## config.mk

```make
export PLATFORM = sky130hd
export DESIGN_NAME = seq_divider8
export DESIGN_NICKNAME = d
export VERILOG_FILES = /design/src/rtl/seq_divider8.sv
export SDC_FILE = /design/constraint.sdc
export NUM_CORES = 1
export LEC_CHECK = 0
export ABC_AREA = 1
export CORE_MARGIN = 4
export CORE_UTILIZATION = 40
export CTS_CLUSTER_SIZE = 28
export DETAILED_ROUTE_END_ITERATION = 12
export GPL_TIMING_DRIVEN = 0
export PLACE_DENSITY = 0.69
export SYNTH_ARGS = -nofsm -noshare
export SYNTH_HDL_FRONTEND = slang
export SYNTH_SLANG_ARGS = --single-unit
```

## constraint.sdc

```tcl
create_clock -name clk -period 2.7 [get_ports clk]
set_input_delay 0.27 -clock clk [delete_from_list [all_inputs] [get_ports clk]]
set_output_delay 0.27 -clock clk [all_outputs]
set_load 0.02 [all_outputs]
```

## src/rtl/seq_divider8.sv

```systemverilog
// seq_divider8: sequential unsigned restoring divider.
// A start/busy/done handshake launches one division. The divider then runs one
// trial subtraction per cycle, MSB of the dividend first. A zero divisor skips
// the iterations and is flagged in the results.
module seq_divider8 #(
    parameter int WIDTH = 8
) (
    input  logic             clk,
    input  logic             rst_n,
    input  logic             start_i,
    input  logic [WIDTH-1:0] dividend_i,
    input  logic [WIDTH-1:0] divisor_i,
    output logic             busy_o,
    output logic             done_o,
    output logic [WIDTH-1:0] quotient_o,
    output logic [WIDTH-1:0] remainder_o,
    output logic             div_by_zero_o
);

    typedef enum logic [1:0] {
        S_IDLE = 2'd0,
        S_RUN  = 2'd1,
        S_DONE = 2'd2
    } state_t;

    state_t           state_q, state_d;
    logic [2:0]       cnt_q, cnt_d;
    logic [WIDTH-1:0] dvd_q, dvd_d;        // dividend, shifted out MSB first
    logic [WIDTH-1:0] dsr_q, dsr_d;        // captured divisor
    logic [WIDTH:0]   rem_q, rem_d;        // partial remainder
    logic [WIDTH-1:0] quo_q, quo_d;        // quotient shift register
    logic             busy_q, busy_d;
    logic             done_q, done_d;
    logic [WIDTH-1:0] quotient_q, quotient_d;
    logic [WIDTH-1:0] remainder_q, remainder_d;
    logic             dbz_q, dbz_d;

    logic             accept_s;
    logic [WIDTH:0]   r_shift_s;           // remainder with next dividend bit shifted in
    logic [WIDTH+1:0] sum_s;               // R + ~{0,D} + 1 with carry-out on top
    logic             carry_s;             // carry-out set means no borrow
    logic             unused_s;

    assign accept_s  = start_i && ((state_q == S_IDLE) || (state_q == S_DONE));
    assign r_shift_s = {rem_q[WIDTH-1:0], dvd_q[WIDTH-1]};
    assign sum_s     = {1'b0, r_shift_s} + {1'b0, ~{1'b0, dsr_q}} + {{(WIDTH+1){1'b0}}, 1'b1};
    assign carry_s   = sum_s[WIDTH+1];
    // After a restoring step the remainder is below the divisor, so its top bit stays clear.
    assign unused_s  = rem_q[WIDTH];

    // Next-state, datapath and result-register update logic.
    always_comb begin
        state_d     = state_q;
        cnt_d       = cnt_q;
        dvd_d       = dvd_q;
        dsr_d       = dsr_q;
        rem_d       = rem_q;
        quo_d       = quo_q;
        quotient_d  = quotient_q;
        remainder_d = remainder_q;
        dbz_d       = dbz_q;
        case (state_q)
            S_IDLE, S_DONE: begin
                if (accept_s) begin
                    dvd_d = dividend_i;
                    dsr_d = divisor_i;
                    rem_d = {(WIDTH+1){1'b0}};
                    quo_d = {WIDTH{1'b0}};
                    cnt_d = 3'd0;
                    if (divisor_i != {WIDTH{1'b0}}) begin
                        state_d = S_RUN;
                    end else begin
                        // Zero divisor: results are defined directly, no iterations.
                        state_d     = S_DONE;
                        quotient_d  = {WIDTH{1'b1}};
                        remainder_d = dividend_i;
                        dbz_d       = 1'b1;
                    end
                end else begin
                    state_d = S_IDLE;
                end
            end
            S_RUN: begin
                dvd_d = {dvd_q[WIDTH-2:0], 1'b0};
                quo_d = {quo_q[WIDTH-2:0], carry_s};
                cnt_d = cnt_q + 3'd1;
                if (carry_s) begin
                    rem_d = sum_s[WIDTH:0];
                end else begin
                    rem_d = r_shift_s;
                end
                if (cnt_q == 3'd7) begin
                    state_d     = S_DONE;
                    quotient_d  = quo_d;
                    remainder_d = rem_d[WIDTH-1:0];
                    dbz_d       = 1'b0;
                end else begin
                    state_d = S_RUN;
                end
            end
            default: begin
                state_d = S_IDLE;
            end
        endcase
        busy_d = (state_d == S_RUN);
        done_d = (state_d == S_DONE);
    end

    // State, datapath and registered outputs with asynchronous reset.
    always_ff @(posedge clk or negedge rst_n) begin
        if (!rst_n) begin
            state_q     <= S_IDLE;
            cnt_q       <= 3'd0;
            dvd_q       <= {WIDTH{1'b0}};
            dsr_q       <= {WIDTH{1'b0}};
            rem_q       <= {(WIDTH+1){1'b0}};
            quo_q       <= {WIDTH{1'b0}};
            busy_q      <= 1'b0;
            done_q      <= 1'b0;
            quotient_q  <= {WIDTH{1'b0}};
            remainder_q <= {WIDTH{1'b0}};
            dbz_q       <= 1'b0;
        end else begin
            state_q     <= state_d;
            cnt_q       <= cnt_d;
            dvd_q       <= dvd_d;
            dsr_q       <= dsr_d;
            rem_q       <= rem_d;
            quo_q       <= quo_d;
            busy_q      <= busy_d;
            done_q      <= done_d;
            quotient_q  <= quotient_d;
            remainder_q <= remainder_d;
            dbz_q       <= dbz_d;
        end
    end

    assign busy_o        = busy_q;
    assign done_o        = done_q;
    assign quotient_o    = quotient_q;
    assign remainder_o   = remainder_q;
    assign div_by_zero_o = dbz_q;

endmodule

```

== Yosys cells after proc, flatten, opt, wreduce, memory -nomap -nowiden ==
Cells that the tools add are included.

* Bits in registers: 55
* Output and inout bits: 19
* Bits of input ports: 19
* Logic and storage cells: 57

* Add/sub/neg operators: 3
* Muxes and demuxes: 25
* Reduce and logical (&&, ||, !) cells: 9
* Bitwise logic cells: 1
* Eq/ne operators: 8

{| class="wikitable"
|+ Operators by type and width
! kind !! count
|-
| $mux 8 || 9
|-
| $pmux 8 s2 || 4
|-
| $pmux 7 s2 || 1
|-
| $add 10x1->10 const B || 1
|-
| $add 9x9->10 || 1
|-
| $not 8->9 || 1
|-
| $reduce_bool 8->1 || 1
|-
| $mux 7 || 1
|-
| $mux 2 || 3
|-
| $ne 2x2->1 const B || 3
|-
| $pmux 3 s2 || 1
|-
| $eq 2x1->1 const B || 2
|-
| $eq 2x2->1 const B || 2
|-
| $pmux 2 s2 || 1
|-
| $reduce_and 2->1 || 2
|-
| $reduce_and 4->1 || 1
|-
| $add 3x1->3 const B || 1
|-
| $eq 3x3->1 const B || 1
|-
| $mux 1 || 3
|-
| $mux 3 || 1
|-
| $logic_not 2->1 || 1
|-
| $pmux 1 s2 || 1
|-
| $reduce_bool 2->1 || 1
|-
| $reduce_or 2->1 || 1
|-
| 2 further kinds || 2
|}

== Logic depth before layout (Yosys ltp) ==
* Depth in word-level cells: 6
* Gate-level depth with buffers: 13
* Gate-level depth less buffers: 13

== Worst setup path before layout ==
No wires, ideal clock.

* Path type: reg2reg
* From: register rem_q[1]
* To: register remainder_q[7], in the netlist remainder_o[7]
* Stages on the path, launching flop included: 11
* Setup slack: 1.081 ns
* Buffers on the path: 0
* Library setup time: 0.113 ns
* Data required time: 2.587 ns
* Data arrival time: 1.506 ns
* Period minus slack after synthesis: 1.619 ns
* Cell sequence: dfrtp_1 > ha_1 > or2_4 > nand3_2 > nand2_4 > nand2_8 > nand2_8 > nand3_2 > nand3_2 > nand2_1 > inv_1

* Longest elaborated chain between the ends: 5

{| class="wikitable"
|+ Ends and longest elaborated chain
! what !! line !! text
|-
| from (decl) || 30 || <nowiki>logic [WIDTH:0] rem_q, rem_d;</nowiki>
|-
| from (signal assigned) || 116 || <nowiki>rem_q <= {(WIDTH+1){1'b0}};</nowiki>
|-
| from (signal assigned) || 128 || <nowiki>rem_q <= rem_d;</nowiki>
|-
| $add 9x9->10 || 46 || <nowiki>assign sum_s = {1'b0, r_shift_s} + {1'b0, ~{1'b0, dsr_q}} + {{(WIDTH+1){1'b0}}, 1'b1};</nowiki>
|-
| $add 10x1->10 || 46 ||
|-
| $mux 8 || 87 || <nowiki>if (carry_s) begin</nowiki>
|-
| $mux 8 || 92 || <nowiki>if (cnt_q == 3'd7) begin</nowiki>
|-
| $pmux 8 s2 || 62 || <nowiki>case (state_q)</nowiki>
|-
| to (signal assigned) || 121 || <nowiki>remainder_q <= {WIDTH{1'b0}};</nowiki>
|-
| to (signal assigned) || 133 || <nowiki>remainder_q <= remainder_d;</nowiki>
|-
| to (decl) || 35 || <nowiki>logic [WIDTH-1:0] remainder_q, remainder_d;</nowiki>
|}

Every way passes these cells. The select of a mux whose other input is x is not followed.
A chain may end at the register's enable or synchronous reset.

== Worst setup path after layout ==
* From: register rem_q[5]
* To: register remainder_q[1], in the netlist remainder_o[1]

The elaborated chain is that of the path after synthesis.

==> results.toml <==
[worst_setup_path]
worstPathArrival_ns = 2.08
end_kind = "flip-flop"
slowest_stage = "dfrtp_1"
cp_max_fo = 10
setup.worst_path.class = "flip-flop to flip-flop"
path_buf_inv = 1
cp.required_ns = 2.92
critical_path.most_common_cell = "nand2_1"
slowest_delay_ns = 0.43
path_cells = "ha_1 > nand2_1 > nand2_1 > nand2_1 > nand2_1 > nor2_4 > nand2_8 > nand3_2 > nand3_1 > nand2_1 > inv_1"
critPathTopFamily = "simple AND/OR/NAND/NOR gates"
startpoint_type = "flip-flop"

[floorplanning]
coreArea_um2 = 6940
die_h_um = 93.5
start_util_pct = 42.1
io_pins = 38
die_area_um2 = 8750
die_width_um = 93.5
num_rows = 30

[run]
drv_cap = 0

[global_routing]
grt_start_max_net_pins = 30
grt_usage_pct = 15.9
grt-ovfl-total = 0
grt.busiest_layer = "met2"
grt_use_met2_pct = 26.0
grt_pass1_vias = 2377
grt_pass1_wl_mm = 11.1
gr-usage-met1_pct = 22.0
antenna_found_initial = 0
grt_use_met3_pct = 2.98

[status]
run_status = "completed"

[routing]
vias = 2300
wl_per_cell_um = 13.2
drc = 0
dr.pass1.iters = 4
drt_iter0_drc = 136
wl_mm = 6.26
vias_per_cell = 4.84
ant_nets = 0

[cts]
cts_tree = "yes"
cts_setup_buffers = 0
h-tree-depth = 2
clk_latency_ns = 0.32
cts_root_buffer = "clkbuf_8"
clock_sinks = 55
cts_inserted_buffers = 5
ctsResizeCount = 0
hold_buffers = 1
path_clk_slew_ns = 0.11
clockBufferDepth = 2

[power]
leakage_nw = 1.72
p_per_area_nw_per_um2 = 1340
finalPower_mw = 4.72
vdd_drop_max_mv = 0.413

[sta]
fin_crit_sh_pct = 68.7
worst_pin_slew_ns = 0.619
rsz0062_at_grt = "false"
final_hold_viol_count = 0
finalSetupViolCount = 0
finClkSkew_ns = 0.0138
fmax_mhz = 539
slew_headroom_pct = 58.7
fin_crit_ns = 1.86
slew_violations = 0

[min_path]
holdCritPathClass = "input pin to asynchronous set/reset pin"

[yosys]
synth.most_common_cell = "nand2_1"
synth_edf_count = 0
ys.flop_type = "dfrtp_1"
synthCells = 332
synth_top_area_share_pct = 47.0
synth.area.top_cells = "dfrtp_1 47%, nand2_1 8.1%, inv_1 6.3%"
yosysTopAreaCell = "dfrtp_1"
avgSynthCellArea_um2 = 8.81
synth_nets = 362
yosys_warnings = 0
async_flop_share_pct = 100
ys_types = 35
yosys_register_bits = 55
synth-seq-area-share_pct = 47.0
synth_common_cells = "63 x nand2_1, 55 x dfrtp_1, 49 x inv_1"
netlist_area_um2 = 2930

[layout]
multi_input_area_um2 = 1260
nets = 408
diodes = 0
drive_above_1_share_pct = 15.3
fill_cells = 673
area_delta_synth_final_pct = 20.8
postLayoutCoreUtil_pct = 50.9
seq_area_um2 = 1380

[place]
io_buffers = 37
gp_congestion = 0.861
dp_hpwl_mm = 4.89
## worst reg2reg max path, delay by kind of cell, from the launching register on
| kind | cells | cell delay, ns |
|---|---|---|
| flops | 1 | 0.43 |
| simple gates | 9 | 0.97 |
| fa+ha+maj | 1 | 0.34 |
| buf+inv | 1 | 0.03 |
## routing by layer
layer	vias up	share of wire [%]
met1	1110	47
li1	1148	-
met3	6	4.0
met4	0	0.94
met5	-	0
met2	36	48
## stage by stage
step           setup slack (ns)  TNS [ns]  cells  instance area [um2]  hold slack (ns)
3_3_place_gp             -0.347    -18.96    465                 3420            0.464
5_1_grt                   0.694         0    475                 3540            0.514
4_1_cts                   0.831         0    475                 3540            0.490
3_5_place_dp              0.772         0    466                 3430            0.326
2_1_floorplan              1.08         0    332                 2930          -0.0256
6_report                  0.844         0    475                 3540            0.483
## where the power goes
group / internal, mW / switching (mW) / leakage, nW
combinational: 1.13 / 1.70 / 1.02
sequential: 1.21 / 0.206 / 0.660
clock: 0.190 / 0.289 / 0.0452
## registers in the layout, summed over array words and instances (netlist names), 2 cells and up
| signal | flops |
|---|---|
| quo_q | 7 |
| rem_q | 8 |
| dvd_q | 8 |
| cnt_q | 3 |
| remainder_o | 8 |
| state_q | 2 |
| quotient_o | 8 |
| dsr_q | 8 |
## cell usage in the layout (no fill, tap or decap), drive strengths merged
cell type,count
a21oi,12
a22o,2
buf,9
clkbuf,8
clkdlybuf4s50,36
clkinv,1
clkinvlp,1
dfrtp,55
dlygate4sd3,1
fa,1
ha,10
inv,62
nand2,69
nand3,29
nand3b,1
nand4,11
nor2,31
nor3,1
o211ai,6
o21ai,10
o221ai,2
o22ai,9
or2,9
xor2,3
## final timing paths
check	from	to	slack (ns)	cells past startpoint
setup / recovery	rem_q[5]	remainder_o[1]	0.84	11
hold / removal	rst_n	quo_q[6]	0.48	2
setup reg to reg	rem_q[5]	remainder_o[1]	0.84	11
hold reg to reg	cnt_q[0]	cnt_q[0]	0.49	1
max in group asynchronous	rst_n	rem_q[4]	1.65	3
min in group clk	cnt_q[0]	cnt_q[0]	0.49	1
## cell families after synthesis
group                      after synthesis  synth area share [%]
AOI/OAI and AO/OA                       41                  9.45
xor gates and xnor gates                 3                 0.898
adders and majority gates               11                  4.96
buffers and inverters                   71                  9.79
DFF                                     55                  47.0
and+or+nand+nor                        151                  27.9
## area by class of cell
cell class                      count  share of cell area, %
Sequential cell                    55                   38.9
Clock buffer                        5                   1.95
Buffer                             10                   1.49
Multi-Input combinational cell    206                   35.7
Clock inverter                      3                  0.708
Tap cell                           96                   3.40
Inverter                           61                   6.62
Timing Repair Buffer               39                   11.2
No activity file was read; power rests on OpenSTA's default activity.
